<file path="src/rtl/reset_sequencer.sv">
// Reset sequencer: holds all downstream resets after power-on or a request,
// then releases them one stage at a time, lowest index first.
module reset_sequencer #(
  parameter int unsigned HoldCycles   = 50000000,
  parameter int unsigned StageGap     = 16,
  parameter int unsigned Stages       = 4,
  parameter int unsigned CounterWidth =
    $clog2((HoldCycles > StageGap ? HoldCycles : StageGap) + 1)
) (
  input  logic              clk,
  input  logic              rst_n,
  input  logic              req,
  output logic [Stages-1:0] rst_out,
  output logic              busy,
  output logic              done
);
  localparam int unsigned StgW = $clog2(Stages + 1);
  localparam logic [CounterWidth-1:0] HoldLast = CounterWidth'(HoldCycles - 1);
  localparam logic [CounterWidth-1:0] GapLast  = CounterWidth'(StageGap - 1);
  localparam logic [StgW-1:0]         StgLast  = StgW'(Stages - 1);

  typedef enum logic [1:0] {HOLD, RELEASE, IDLE} state_e;

  state_e            state_q, state_d;
  logic [CounterWidth-1:0] cnt_q, cnt_d;
  logic [StgW-1:0]   stg_q, stg_d;
  logic [Stages-1:0] rst_out_q, rst_out_d;
  logic              busy_q, done_q, done_d;
  logic              s1_q, s2_q, s3_q, req_rise;

  // Two-flop synchronizer plus one stage for rising-edge detection.
  always_ff @(posedge clk or negedge rst_n) begin
    if (!rst_n) begin
      s1_q <= 1'b0;
      s2_q <= 1'b0;
      s3_q <= 1'b0;
    end else begin
      s1_q <= req;
      s2_q <= s1_q;
      s3_q <= s2_q;
    end
  end

  assign req_rise = s2_q & ~s3_q;

  always_comb begin
    state_d   = state_q;
    cnt_d     = cnt_q;
    stg_d     = stg_q;
    rst_out_d = rst_out_q;
    done_d    = 1'b0;
    if (req_rise) begin
      state_d   = HOLD;
      cnt_d     = '0;
      stg_d     = '0;
      rst_out_d = '1;
    end else begin
      case (state_q)
        HOLD: begin
          if (cnt_q == HoldLast) begin
            rst_out_d[0] = 1'b0;
            cnt_d        = '0;
            stg_d        = StgW'(1);
            if (Stages == 1) begin
              state_d = IDLE;
              done_d  = 1'b1;
            end else begin
              state_d = RELEASE;
            end
          end else begin
            cnt_d = cnt_q + 1'b1;
          end
        end
        RELEASE: begin
          if (cnt_q == GapLast) begin
            for (int i = 0; i < int'(Stages); i++) begin
              if (StgW'(i) == stg_q) rst_out_d[i] = 1'b0;
            end
            cnt_d = '0;
            stg_d = stg_q + 1'b1;
            if (stg_q == StgLast) begin
              state_d = IDLE;
              done_d  = 1'b1;
            end
          end else begin
            cnt_d = cnt_q + 1'b1;
          end
        end
        IDLE: begin
          rst_out_d = '0;
          cnt_d     = '0;
        end
        default: state_d = HOLD;
      endcase
    end
  end

  // busy tracks the next rst_out value so both register on the same edge.
  always_ff @(posedge clk or negedge rst_n) begin
    if (!rst_n) begin
      state_q   <= HOLD;
      cnt_q     <= '0;
      stg_q     <= '0;
      rst_out_q <= '1;
      busy_q    <= 1'b1;
      done_q    <= 1'b0;
    end else begin
      state_q   <= state_d;
      cnt_q     <= cnt_d;
      stg_q     <= stg_d;
      rst_out_q <= rst_out_d;
      busy_q    <= |rst_out_d;
      done_q    <= done_d;
    end
  end

  assign rst_out = rst_out_q;
  assign busy    = busy_q;
  assign done    = done_q;
endmodule

</file>
<file path="config.mk">
export PLATFORM = sky130hd
export DESIGN_NAME = reset_sequencer
export DESIGN_NICKNAME = d
export VERILOG_FILES = /design/src/rtl/reset_sequencer.sv
export SDC_FILE = /design/constraint.sdc
export NUM_CORES = 1
export LEC_CHECK = 0
export CAP_MARGIN = 20
export CORE_MARGIN = 5
export CORE_UTILIZATION = 40
export CTS_CLUSTER_SIZE = 16
export DETAILED_ROUTE_END_ITERATION = 6
export PLACE_DENSITY = 0.6
export SLEW_MARGIN = 10
export SYNTH_ARGS = -nofsm -noshare
export SYNTH_HDL_FRONTEND = slang
export SYNTH_SLANG_ARGS = --single-unit
</file>
<file path="constraint.sdc">
create_clock -name clk -period 6.7 [get_ports clk]
set_input_delay 1.675 -clock clk [delete_from_list [all_inputs] [get_ports clk]]
set_output_delay 1.675 -clock clk [all_outputs]
set_load 0.1 [all_outputs]
</file>
==> results.toml <==
[run_status]
outcome = "complete, no violations"

[grt]
grt_max_degree = 41
grtUsageTotal_pct = 16.3
grt_pass1_vias = 1878
grt_remaining_overflow = 0
grt_pass1_wl_um = 9670
antenna_found_initial = 0

[die]
start_util_pct = 41.8
core_um2 = 5610
die_h_um = 86.6
rows = 27
design.die.area_um2 = 7500
ios = 9
fp.dieW_um = 86.6

[route]
first_pass_iters = 4
routed_via_density = 5.77
ant_nets = 0
wl_um = 5430
drtIter0Drc = 174
drc = 0
via_count = 1928
drt-wirelength-per-cell_um = 16.3

[yosys]
yosys_warnings = 0
syn_nets = 267
syn-cell-area_um2 = 2350
ys_seq_elements = 40
postSynthAreaPerCell_um2 = 9.24
synth_edf_count = 0
seq_area_frac_synth_pct = 42.9
async_flop_share_pct = 100
synth_cell_types = 44
synthCells = 254
ys.flop_type = "dfrtp_1"

[placed_design]
pre_cts_slack_ns = 3.38
portBuffers = 8
dpl.hpwl_um = 3670
gp_congestion = 0.822

[critical_path]
cp.required_ns = 5.03
path_delay_family = "buffers and inverters"
worstSetupPathType = "reg2out"
critPathLaunchType = "flip-flop"
cp_cell_sequence = "clkdlybuf4s50_1"
slowest_stage = "clkdlybuf4s50_1"
cp.arrival_ns = 1.97
crit_fanout = 3
rrSetupSlack_ns = 3.83
cp_num_buf_inv = 1
end_kind = "output port"
slowest_delay_ns = 1.13

[sta]
skew_ns = 0.00270
tightest_slew_ns = 0.967
finalHoldViolations = 0
fin_setup_tns_ns = 0
fin_crit_ns = 3.64
relSlewSlack_pct = 35.3
final-max-slew-violation-count = 0
grt_setup_unrepaired = "false"
setup_ws_ns = 3.06
clock.fmax_mhz = 275
setup_violations = 0
fin_crit_sh_pct = 54.4

[cts]
post_cts_buffers = 0
cts_tree = "built"
htree_levels = 2
numClockSinks = 40
clkLatencyLatePin_ns = 0.29
postCtsHoldBufs = 0
cts-resized-gates = 0
cts-root-buf = "clkbuf_8"
clockBufferDepth = 2
cts.clk_slew.worst_paths_ns = 0.08
cts_buffers = 5

[flow_run]
maxCapViolCount = 0

[finish]
nets = 274
antenna_cells = 0
area_delta_synth_final_pct = 9.44
drive_gt1_share_pct = 8.78

[pwr]
leakage_nw = 1.09
max-vdd-ir-drop_mv = 0.163
p_per_area_nw_per_um2 = 202

[min_path]
min_path_type = "reg2reg"
## path summary, 6_finish.rpt
kind | start | to | cells after the start
worst min-delay path | s1_q | s2_q | 0
worst max register to register | state_q[1] | cnt_q[25] | 6
min in group asynchronous | rst_n | cnt_q[22] | 1
worst min register to register | s1_q | s2_q | 0
max in group asynchronous | rst_n | cnt_q[2] | 1
worst max-delay path | rst_out[1] | rst_out[1] | 1
## power breakdown
group	switching, mW	leakage (nW)	internal, mW
Combinational	0.0269	0.509	0.0189
Clock	0.0888	0.0552	0.111
Sequential	0.0187	0.528	0.255
Total	0.134	1.09	0.385
## layer usage
metal	global-route usage (%)	vias up	part of all wire, %
met3	2.95	5	2.9
met2	25.2	24	45
met4	5.67	0	1.6
met1	22.8	941	51
met5	0	-	0
li1	-	958	-
## logic make-up after synthesis
logic type      count (synthesis)  share of synthesized area [%]
compound gates                 67                           17.5
xor+xnor                        4                           1.49
fa+ha+maj                      10                           5.33
buf+inv                        23                           5.17
flops                          40                           42.9
mux                             4                           1.71
simple gates                  106                           25.9
## cell type report
class,instances,area (µm²)
Clock buffer,6,72.6
Clock inverter,2,35.0
Fill cell,565,3040
Inverter,13,48.8
Multi-Input combinational cell,191,1220
Sequential cell,40,1010
Tap cell,72,90.1
Timing Repair Buffer,10,90.1
## placed cells by master (no fill, tap or decap), types with 3 or more instances in the layout
cell	n
mux2i_1	4
ha_1	10
nor3_1	5
nor2_1	14
o21ai_0	16
a21oi_1	21
nor2b_1	3
nand3_1	16
a31oi_1	16
clkbuf_8	5
nand4_1	10
dfstp_2	5
dfrtp_1	35
nor4_1	4
clkdlybuf4s50_1	7
nand2_1	18
inv_1	13
nand2b_1	5
and3_1	11
or3_1	6
## flip-flops by register name (all words and copies together) (netlist names)
signal	count
busy	1
cnt_q	26
done	1
rst_out	4
s1_q	1
s2_q	1
s3_q	1
state_q	2
stg_q	3
## cell usage after synthesis (2+ instances only)
master,count,area share (%)
a21oi_1,21,4.5
a221oi_1,2,0.75
a22o_1,2,0.75
a22oi_1,2,0.64
a31oi_1,16,4.3
and3_1,11,2.9
and4_1,2,0.75
buf_6,3,1.4
clkbuf_1,5,0.80
dfrtp_1,35,37
dfstp_2,5,5.6
ha_1,10,5.3
inv_1,13,2.1
mux2i_1,4,1.7
nand2_1,18,2.9
nand2b_1,5,1.3
nand3_1,16,3.4
nand4_1,10,2.7
nor2_1,14,2.2
nor2b_1,3,0.80
nor3_1,5,1.1
nor4_1,5,1.3
nor4_4,2,1.8
o21ai_0,16,3.4
or2b_1,2,0.64
or3_1,6,1.6
or4_1,2,0.64
xnor2_1,2,0.75
xor2_1,2,0.75
## metrics by stage
stage                     total power, mW  hold WS [ns]  utilization (%)  instance area [µm²]  std cells
after floorplan                     0.307         0.331                -                 2350        254
after global placement              0.322         0.338             43.9                 2460        326
after detailed placement            0.324         0.335             43.9                 2460        326
after CTS                           0.523         0.353             45.8                 2570        334
after global routing                0.544         0.378             45.8                 2570        334
final                               0.519         0.351             45.8                 2570        334
Power figures use the tool's default switching activity.
